`src/rtl/oled_pkg.sv`:
```
// Shared types and constants for the SSD1306 frame streamer.
package oled_pkg;

    // Streamer control states, listed in the order they are first visited.
    typedef enum logic [2:0] {
        S_POWER    = 3'd0,
        S_RESET    = 3'd1,
        S_WAKE     = 3'd2,
        S_LOAD_CMD = 3'd3,
        S_SEND     = 3'd4,
        S_CHECK    = 3'd5,
        S_FETCH    = 3'd6
    } state_t;

    // Bytes in one 128x64 monochrome frame (8 pages x 128 columns).
    localparam int FRAME_BYTES = 1024;

    // Panel bring-up command list length.
    localparam int INIT_LEN = 15;

    // Index 0 is sent first. The concatenation is written from the last
    // byte down to the first so that INIT_CMDS[0] is AE.
    localparam logic [INIT_LEN-1:0][7:0] INIT_CMDS = {
        8'hAF,          // display on
        8'hA4,          // resume RAM display
        8'h7F, 8'h81,   // contrast
        8'hC8,          // COM scan reverse
        8'hA1,          // segment remap
        8'h00, 8'h20,   // horizontal addressing
        8'h14, 8'h8D,   // charge pump on
        8'h3F, 8'hA8,   // mux 64
        8'h80, 8'hD5,   // clock divide
        8'hAE           // display off
    };

endpackage

```
`src/rtl/oled_frame_streamer_spi.sv`:
```
// SPI mode-0 byte transmitter, MSB first. A byte takes 16*CLK_DIV clocks:
// sdin changes while sclk is low and sclk rises CLK_DIV clocks later.
module spi_byte_tx #(
    parameter logic [7:0] CLK_DIV = 8'd1
) (
    input  logic       clk,
    input  logic       rst_n,
    input  logic       start,
    input  logic [7:0] data,
    output logic       busy,
    output logic       done,
    output logic       sclk,
    output logic       sdin
);

    logic [7:0] shift_reg;
    logic [7:0] div_cnt;
    logic [2:0] bit_cnt;
    logic       half_end;

    assign half_end = (div_cnt == CLK_DIV - 8'd1);

    // Combinational so the owner can leave its send state on the very edge
    // that produces the 8th falling sclk edge, without a wasted clock.
    assign done = busy && sclk && half_end && (bit_cnt == 3'd7);

    // Bits are shifted out of the top; a finished byte leaves zeros behind,
    // so sdin idles low between bytes.
    assign sdin = shift_reg[7];

    // Half-period divider, bit counter and shifter.
    // NOTE: sequential state uses non-blocking assignments so every register
    // in the block updates from pre-edge values regardless of statement order.
    always_ff @(posedge clk or negedge rst_n) begin
        if (!rst_n) begin
            shift_reg <= 8'h00;
            div_cnt   <= 8'd0;
            bit_cnt   <= 3'd0;
            sclk      <= 1'b0;
            busy      <= 1'b0;
        end else if (!busy) begin
            if (start) begin
                shift_reg <= data;
                div_cnt   <= 8'd0;
                bit_cnt   <= 3'd0;
                sclk      <= 1'b0;
                busy      <= 1'b1;
            end
        end else if (!half_end) begin
            div_cnt <= div_cnt + 8'd1;
        end else begin
            div_cnt <= 8'd0;
            if (!sclk) begin
                sclk <= 1'b1;
            end else begin
                sclk      <= 1'b0;
                shift_reg <= {shift_reg[6:0], 1'b0};
                bit_cnt   <= bit_cnt + 3'd1;
                if (bit_cnt == 3'd7) begin
                    busy <= 1'b0;
                end
            end
        end
    end

endmodule

```
`src/rtl/oled_frame_streamer.sv`:
```
// SSD1306 128x64 frame streamer: power/reset sequencing, init command list,
// then endless 1024-byte frames fetched from the text engine over SPI.
module oled_frame_streamer
    import oled_pkg::*;
#(
    parameter logic [31:0] STARTUP_WAIT  = 32'd10000000,
    parameter logic [7:0]  CLK_DIV       = 8'd1,
    parameter int          PIXEL_LATENCY = 2
) (
    input  logic       clk,
    input  logic       rst_n,
    output logic [9:0] pixel_address,
    input  logic [7:0] pixel_data,
    output logic       oled_sclk,
    output logic       oled_sdin,
    output logic       oled_cs,
    output logic       oled_dc,
    output logic       oled_reset,
    output logic       frame_done
);

    localparam logic [7:0] LAT_LAST  = 8'(PIXEL_LATENCY - 1);
    localparam logic [9:0] LAST_ADDR = 10'(FRAME_BYTES - 1);
    localparam logic [3:0] LAST_CMD  = 4'(INIT_LEN - 1);

    state_t      state;
    state_t      state_next;

    logic [31:0] wait_cnt;
    logic        wait_done;
    logic [7:0]  lat_cnt;
    logic        fetch_done;
    logic [3:0]  cmd_idx;
    logic        data_phase;

    logic        tx_start;
    logic [7:0]  tx_data;
    logic        tx_busy;
    logic        tx_done;

    assign wait_done  = (wait_cnt == STARTUP_WAIT - 32'd1);
    assign fetch_done = (lat_cnt == LAT_LAST);

    spi_byte_tx #(
        .CLK_DIV (CLK_DIV)
    ) u_tx (
        .clk   (clk),
        .rst_n (rst_n),
        .start (tx_start),
        .data  (tx_data),
        .busy  (tx_busy),
        .done  (tx_done),
        .sclk  (oled_sclk),
        .sdin  (oled_sdin)
    );

    // State register.
    always_ff @(posedge clk or negedge rst_n) begin
        if (!rst_n) begin
            state <= S_POWER;
        end else begin
            state <= state_next;
        end
    end

    // Next-state decode and transmitter launch.
    // NOTE: every output of this block gets a default before the case so no
    // path leaves one unassigned, which would otherwise infer a latch.
    always_comb begin
        state_next = state;
        tx_start   = 1'b0;
        tx_data    = INIT_CMDS[cmd_idx];
        case (state)
            S_POWER: begin
                if (wait_done) state_next = S_RESET;
            end
            S_RESET: begin
                if (wait_done) state_next = S_WAKE;
            end
            S_WAKE: begin
                if (wait_done) state_next = S_LOAD_CMD;
            end
            S_LOAD_CMD: begin
                if (!tx_busy) begin
                    tx_start   = 1'b1;
                    state_next = S_SEND;
                end
            end
            S_SEND: begin
                if (tx_done) state_next = S_CHECK;
            end
            S_CHECK: begin
                if (!data_phase && (cmd_idx != LAST_CMD)) begin
                    state_next = S_LOAD_CMD;
                end else begin
                    state_next = S_FETCH;
                end
            end
            S_FETCH: begin
                // The text engine has had PIXEL_LATENCY edges to follow the
                // address, so the byte on pixel_data is the one we asked for.
                if (fetch_done && !tx_busy) begin
                    tx_start   = 1'b1;
                    tx_data    = pixel_data;
                    state_next = S_SEND;
                end
            end
            default: begin
                state_next = S_POWER;
            end
        endcase
    end

    // Wait/latency counters, command index, addressing and panel control pins.
    always_ff @(posedge clk or negedge rst_n) begin
        if (!rst_n) begin
            wait_cnt      <= 32'd0;
            lat_cnt       <= 8'd0;
            cmd_idx       <= 4'd0;
            data_phase    <= 1'b0;
            pixel_address <= 10'd0;
            oled_cs       <= 1'b1;
            oled_dc       <= 1'b0;
            oled_reset    <= 1'b1;
            frame_done    <= 1'b0;
        end else begin
            frame_done <= 1'b0;
            // Registered from the next state so the panel reset pin never
            // sees decode glitches.
            oled_reset <= (state_next != S_RESET);
            case (state)
                S_POWER, S_RESET, S_WAKE: begin
                    wait_cnt <= wait_done ? 32'd0 : wait_cnt + 32'd1;
                end
                S_LOAD_CMD: begin
                    if (tx_start) begin
                        oled_cs <= 1'b0;
                        oled_dc <= 1'b0;
                    end
                end
                S_CHECK: begin
                    lat_cnt <= 8'd0;
                    if (!data_phase) begin
                        if (cmd_idx != LAST_CMD) begin
                            cmd_idx <= cmd_idx + 4'd1;
                        end else begin
                            data_phase    <= 1'b1;
                            pixel_address <= 10'd0;
                        end
                    end else begin
                        // Natural 10-bit wrap; the frame boundary is flagged
                        // on the same edge that returns the address to 0.
                        pixel_address <= pixel_address + 10'd1;
                        if (pixel_address == LAST_ADDR) begin
                            frame_done <= 1'b1;
                        end
                    end
                end
                S_FETCH: begin
                    if (tx_start) begin
                        oled_dc <= 1'b1;
                        lat_cnt <= 8'd0;
                    end else begin
                        lat_cnt <= lat_cnt + 8'd1;
                    end
                end
                default: begin
                end
            endcase
        end
    end

endmodule

```
`config.mk`:
```
export PLATFORM = sky130hd
export DESIGN_NAME = oled_frame_streamer
export DESIGN_NICKNAME = d
export VERILOG_FILES = /design/src/rtl/oled_pkg.sv /design/src/rtl/oled_frame_streamer_spi.sv /design/src/rtl/oled_frame_streamer.sv
export SDC_FILE = /design/constraint.sdc
export NUM_CORES = 1
export LEC_CHECK = 0
export ABC_AREA = 1
export CAP_MARGIN = 20
export CORE_MARGIN = 2
export CORE_UTILIZATION = 35
export CTS_CLUSTER_DIAMETER = 120
export DETAILED_ROUTE_END_ITERATION = 6
export DONT_BUFFER_PORTS = 1
export PLACE_DENSITY_LB_ADDON = 0.15
export SLEW_MARGIN = 20
export SYNTH_ARGS = -nofsm -noshare
export SYNTH_HDL_FRONTEND = slang
export SYNTH_SLANG_ARGS = --single-unit
```
`constraint.sdc`:
```
create_clock -name clk -period 1.55 [get_ports clk]
set_input_delay 0.3875 -clock clk [delete_from_list [all_inputs] [get_ports clk]]
set_output_delay 0.3875 -clock clk [all_outputs]
set_load 0.05 [all_outputs]
```
==> results.md, run 1 <==
* Via count at 4,908
* WP buf/inv at 2
* Number of port buffers at 0
* Crit path max-delay cell type: dfrtp_1
* Vert. Die Dim at 123.8 um
* Fmax at 0.6602 GHz
* Most frequent cells in the layout: buf_4, nand2_1, dfrtp_1
* Reg2reg end: wait_cnt[7]
* Clk slew on worst S/H paths at 0.07 ns
* Footprint of the multi-input gates at 3082 sq um
* Clock net sink count at 83
* Vias in the first global route at 4,933
* Commonest non-fill, non-tap cell in the layout: buf_4
* Internal reg-to-reg setup slack at 0.04 ns
* CP Class: reg -> reg
* Ys Warns at 0
* Maximum buffer depth of the clock tree at 2
* Max cap viols at 0
* Final Hold Viols at 83
* CP Capture Type: flop
* Min Tclk post-route at 1.515 ns
* Max IR drop VDD at 0.4784 mV
* Clock root cell: clkbuf_16
* CP top delay family: simple AND/OR/NAND/NOR gates
* RSZ-0062 raised after global routing: true
* Gate Count Post-Synth at 671
* Core ar. at 13,930 sq um
* Main combinational cell family by area after synthesis: simple AND/OR/NAND/NOR gates
* Area Overhead vs Synth at 44.12%
* Layout Cells excl Fill at 1,012
* DRT iter0 DRCs at 233
* Most flops, register: wait_cnt
* Mean Syn Cell Area at 7.481 sq um
* Gr usage total at 0.1905
* Failing checks: negative hold slack
* Final nets at 851
* H-tree depth at 3
* Status: finished with violations
* Die Area at 15,320 sq um
* Crit-path max cell delay at 0.39 ns
* CP arrival at 1.75 ns
* DP HPWL at 9808 um
* Finished Cell Area at 7234 sq um
* Initial antenna violation count at 0
* Post-Synth Adder-Cell Area at 0.03490
* Placed cells at 967
* Max-slew violations at 0
* Pin count of the biggest net entering global routing at 84
* Row cnt at 43
* Via density at 4.850
* Starting density of the core at 0.3602
* Synthesized area at 5020 sq um
* GP Congestion at 0.8569
* Area post-placement at 6153 sq um
* Post-Synth Simple-Gate Area at 0.3442
* Reg2reg start: wait_cnt[30]
* Overflow after GRT at 0
* Post-synth net total at 695
* Worst-Skew Late Latency at 0.35 ns
* Critical path startpoint category: flop
* Period Utilization, post-route at 0.9772
* Final Skew at 0.01087 ns
* CP startpoint: wait_cnt[30]
* Share of layout cells above drive strength 1 at 0.4147
* # setup viols final at 0
* Cells on worst reg2reg path at 8
* Multiplexer share of the synthesized area at 0
* First-pass GRT wire length at 22,870 um
* Required time of the critical path at 1.79 ns
* CP Max Fanout at 8
* Cell Pwr Density at 587.5 nW/um^2
* Antenna Cells at 0
* Netlist cell types at 42
* Routed Antenna Nets at 0
* Synth Area in Compound Gates at 0.07951
* Wire per inst at 13.57 um
* Die X at 123.8 um
* Slew margin rel. at 0.6564
* Reg area at 2091 sq um
* Total design power at 0.004250 W
* Post-Synth XOR/XNOR Area at 0.04362
* CTS tree: yes
* Biggest regs: wait_cnt (32), pixel_address (10)
* DRT Pass-1 Iters at 5
* Max FFs per register at 32
* CTS buffer count at 9
* DRC Markers at 0
* Worst slew pin tran at 0.5154 ns
* Crit path to: wait_cnt[7]
* Boundary Pins at 26
* CP Cell Sequence: inv_1 > nand2_2 > nor2_4 > nand2_2 > nor2_4 > buf_6 > nand3_4 > and3_4
* Worst path depth at 8
* Worst min path class: in -> async
* Sequential share of the synthesized area at 0.4143
* FF+latch count, synth at 83
* Final wirelength at 13,740 um
* Pleak at 3.384 nW
* Hold WS at -0.2699 ns
* Layout fillers at 1,311
==> layer usage <==
layer  GRT usage  vias up  wire [um]
li1            -     2496          -
met1      0.2328     2312       6115
met3     0.04716       22        451
met4     0.06250        0        264
met2      0.3286       78       6903
met5           0        -          0
==> metrics by stage <==
stage / util / setup slack [ns] / TNS, ns
floorplan: - / 0.007127 / 0
global placement: 0.4416 / -0.04555 / -0.2506
detailed placement: 0.4416 / -0.08805 / -0.9913
CTS: 0.4714 / -0.01905 / -0.02618
global route: 0.5192 / -0.07473 / -1.542
finish: 0.5192 / 0.03538 / 0
==> power by group <==
part	internal [W]	leakage [nW]	switching, W
registers	0.00216	1.08	0
clock network	0.00111	0.139	0.000974
logic	0.00000155	2.16	0
total	0.00328	3.38	0.000974
==> repair_timing <==
| action | CTS | global route |
|---|---|---|
| endpoints found under the setup margin | 30 | 52 |
| setup buffers | 4 | 25 |
| pin swaps | 11 | 47 |
| cloned | 0 | 0 |
| gates resized for setup | 29 | 144 |
| hold endpoints to repair | 83 | 83 |
==> Yosys cell counts, drive strengths merged <==
master	instances	area [sq um]
a211oi	1	7.510
a21boi	2	15.02
a21oi	16	80.08
a31oi	3	18.77
and3	1	6.260
buf	9	70.06
clkbuf	1	3.750
clkinv	1	3.750
dfrtp	81	2027
dfstp	2	52.55
ha	14	175.2
inv	91	341.6
nand2	175	676.9
nand3	64	335.3
nand3b	5	37.54
nand4	17	112.6
nor2	83	361.6
nor3	26	151.4
nor3b	2	15.01
nor4	3	18.77
o211ai	1	7.510
o21ai	33	187.7
o22ai	12	75.07
o31ai	1	7.510
or2	2	12.51
xnor2	4	35.03
xor2	21	183.9
==> worst min-delay path by stage <==
| stage | from | end | slack [ns] | depth (start not counted) |
|---|---|---|---|---|
| finish | rst_n | wait_cnt[28] | -0.27 | 0 |
| global route | rst_n | wait_cnt[28] | -0.30 | 0 |
| CTS | rst_n | wait_cnt[28] | -0.28 | 0 |
| detailed placement | rst_n | wait_cnt[10] | 0.1 | 0 |
| global placement | rst_n | wait_cnt[10] | 0.1 | 0 |
| floorplan | rst_n | cmd_idx[0] | 0.09 | 0 |
==> logic make-up (layout without fill, tap and decap cells) <==
| logic type | count (synthesis) | count (layout) |
|---|---|---|
| buffers and inverters | 102 | 263 |
| DFF | 83 | 83 |
| xor gates and xnor gates | 25 | 25 |
| adders and majority gates | 14 | 14 |
| and+or+nand+nor | 378 | 378 |
| AOI/OAI and AO/OA | 69 | 69 |
==> cell type report <==
class / count / share of cell area
Multi-Input combinational cell: 486 / 0.4260
Sequential cell: 83 / 0.2890
Timing Repair Buffer: 155 / 0.1657
Inverter: 92 / 0.04946
Clock buffer: 9 / 0.03113
Tap cell: 180 / 0.03113
Clock inverter: 7 / 0.007610
Power figures use the tool's default switching activity.
==> run 2: changes to the inputs <==
--- a/config.mk
+++ b/config.mk
@@ -7,7 +7,6 @@
 export LEC_CHECK = 0
 export ABC_AREA = 1
 export CAP_MARGIN = 20
-export CORE_MARGIN = 2
 export CORE_UTILIZATION = 35
 export CTS_CLUSTER_DIAMETER = 120
 export DETAILED_ROUTE_END_ITERATION = 6
==> results.md, run 2 (same netlist as run 1, synthesis figures left out) <==
* Final Hold Viols at 83 (unchanged)
* Worst min path class: in -> async
* CP Class: reg -> reg
* Footprint of the multi-input gates at 3120 sq um (+1.3%)
* H-tree depth at 3 (unchanged)
* Overflow after GRT at 0 (unchanged)
* Failing checks: negative hold slack
* Via count at 4,924 (+0.33%)
* Antenna Cells at 0 (unchanged)
* Die X at 121.8 um (-1.6%)
* Min Tclk post-route at 1.520 ns (+0.005794 ns)
* Vias in the first global route at 5,009 (+1.5%)
* Die Area at 14,830 sq um (-3.2%)
* Number of port buffers at 0 (unchanged)
* Boundary Pins at 26 (unchanged)
* # setup viols final at 0 (unchanged)
* Max FFs per register at 32 (unchanged)
* Wire per inst at 13.51 um (-0.47%)
* CTS tree: yes
* Fmax at 0.6577 GHz (-0.38%)
* Clk slew on worst S/H paths at 0.06 ns (about the same)
* Starting density of the core at 0.3602 (unchanged)
* Commonest non-fill, non-tap cell in the layout: buf_4
* Max IR drop VDD at 0.4725 mV (-1.2%)
* Pleak at 3.507 nW (+3.6%)
* DRT iter0 DRCs at 222 (-4.7%)
* Via density at 4.875 (+0.52%)
* Routed Antenna Nets at 0 (unchanged)
* Required time of the critical path at 1.79 ns (about the same)
* Critical path startpoint category: flop
* Most flops, register: wait_cnt
* Core ar. at 13,930 sq um (unchanged)
* GP Congestion at 0.8829 (+3.0%)
* CP Capture Type: flop
* Pin count of the biggest net entering global routing at 84 (unchanged)
* Cell Pwr Density at 582.6 nW/um^2 (-0.83%)
* Final wirelength at 13,640 um (-0.66%)
* Maximum buffer depth of the clock tree at 2 (unchanged)
* Final nets at 849 (-0.24%)
* CTS buffer count at 9 (unchanged)
* Biggest regs: wait_cnt (32), pixel_address (10)
* Final Skew at 0.007390 ns (-0.003481 ns)
* Vert. Die Dim at 121.8 um (-1.6%)
* RSZ-0062 raised after global routing: true
* Max-slew violations at 0 (unchanged)
* Area Overhead vs Synth at 45.61%
* DRT Pass-1 Iters at 5 (unchanged)
* Layout fillers at 1,333 (+1.7%)
* Slew margin rel. at 0.6422 (-0.01418)
* First-pass GRT wire length at 22,510 um (-1.6%)
* Final setup TNS at 0 ns (unchanged)
* Clock net sink count at 83 (unchanged)
* CP Max Fanout at 8 (unchanged)
* Initial antenna violation count at 0 (unchanged)
* Status: finished with violations
* Max cap viols at 0 (unchanged)
* Worst slew pin tran at 0.5367 ns (+0.02127 ns)
* Fin worst setup slack at 0.02958 ns (-0.005794 ns)
* DP HPWL at 9775 um (-0.34%)
* Period Utilization, post-route at 0.9809 (+0.003738)
* Reg area at 2088 sq um (-0.12%)
* DRC Markers at 0 (unchanged)
* Hold WS at -0.2657 ns (+0.004200 ns)
* Clock root cell: clkbuf_16
* Worst-Skew Late Latency at 0.35 ns (about the same)
* Pre-CTS WS at -0.07491 ns (+0.01313 ns)
* Most frequent cells in the layout: buf_4, nand2_1, dfrtp_1
* CP arrival at 1.76 ns (about the same)
* Row cnt at 43 (unchanged)
* Gr usage total at 0.1928 (+0.002301)
* Share of layout cells above drive strength 1 at 0.4048 (-0.009844)
run 2: layer usage:
layer  vias up  share of wire  track usage
li1       2490              -            -
met5         -              0            0
met2        65           0.51       0.3393
met1      2344           0.44       0.2260
met3        25          0.034      0.04822
met4         0          0.020      0.06713
run 2: area by class of cell:
type / instances / area share
inverter: 92 / 0.04947
clock inverter: 6 / 0.006333
timing repair buffer: 153 / 0.1681
clock buffer: 10 / 0.03269
sequential: 83 / 0.2857
tap: 180 / 0.03081
multi-input combinational: 486 / 0.4269
run 2: worst max-delay path, cell delays in order, from the launching register on:
cell,delay [ns]
dfrtp_1,0.40
ha_4,0.17
nand3_4,0.10
inv_2,0.09
nand2_1,0.06
nor2_2,0.14
nand3_2,0.22
and3_1,0.24
run 2: through the flow:
stage | std cells | utilization | power, W | instance area, sq um | hold WS (ns)
floorplan | 671 | - | 0.002209 | 5044 | 0.09191
global placement | 970 | 0.4441 | 0.002208 | 6188 | 0.09627
detailed placement | 970 | 0.4441 | 0.002208 | 6188 | 0.09562
CTS | 992 | 0.4736 | 0.004329 | 6599 | -0.2852
global route | 1010 | 0.5246 | 0.004406 | 7310 | -0.2910
finish | 1010 | 0.5246 | 0.004258 | 7310 | -0.2657
run 2: final timing paths:
path                                   startpoint                end  slack (ns)  cells after the start
worst min-delay path                        rst_n       wait_cnt[11]       -0.27                      0
worst min register to register  u_tx.shift_reg[1]  u_tx.shift_reg[1]        0.49                      2
max in group asynchronous                   rst_n            oled_cs        1.60                      0
worst max-delay path                  wait_cnt[1]        wait_cnt[7]        0.03                      7
worst max register to register        wait_cnt[1]        wait_cnt[7]        0.03                      7
min in group clk                    pixel_data[0]  u_tx.shift_reg[0]        0.29                      2
run 2: where the power goes:
part	internal, W	switching, W
clock	0.00114	0.000948
combinational	0.00000155	0
sequential	0.00217	0
run 2: repair_timing:
action / CTS / global route
gates cloned: 0 / 1
setup endpoints to repair: 23 / 57
resized for setup: 23 / 154
hold endpoints to repair: 83 / 83
pin swaps: 10 / 55
buffers inserted: 6 / 17
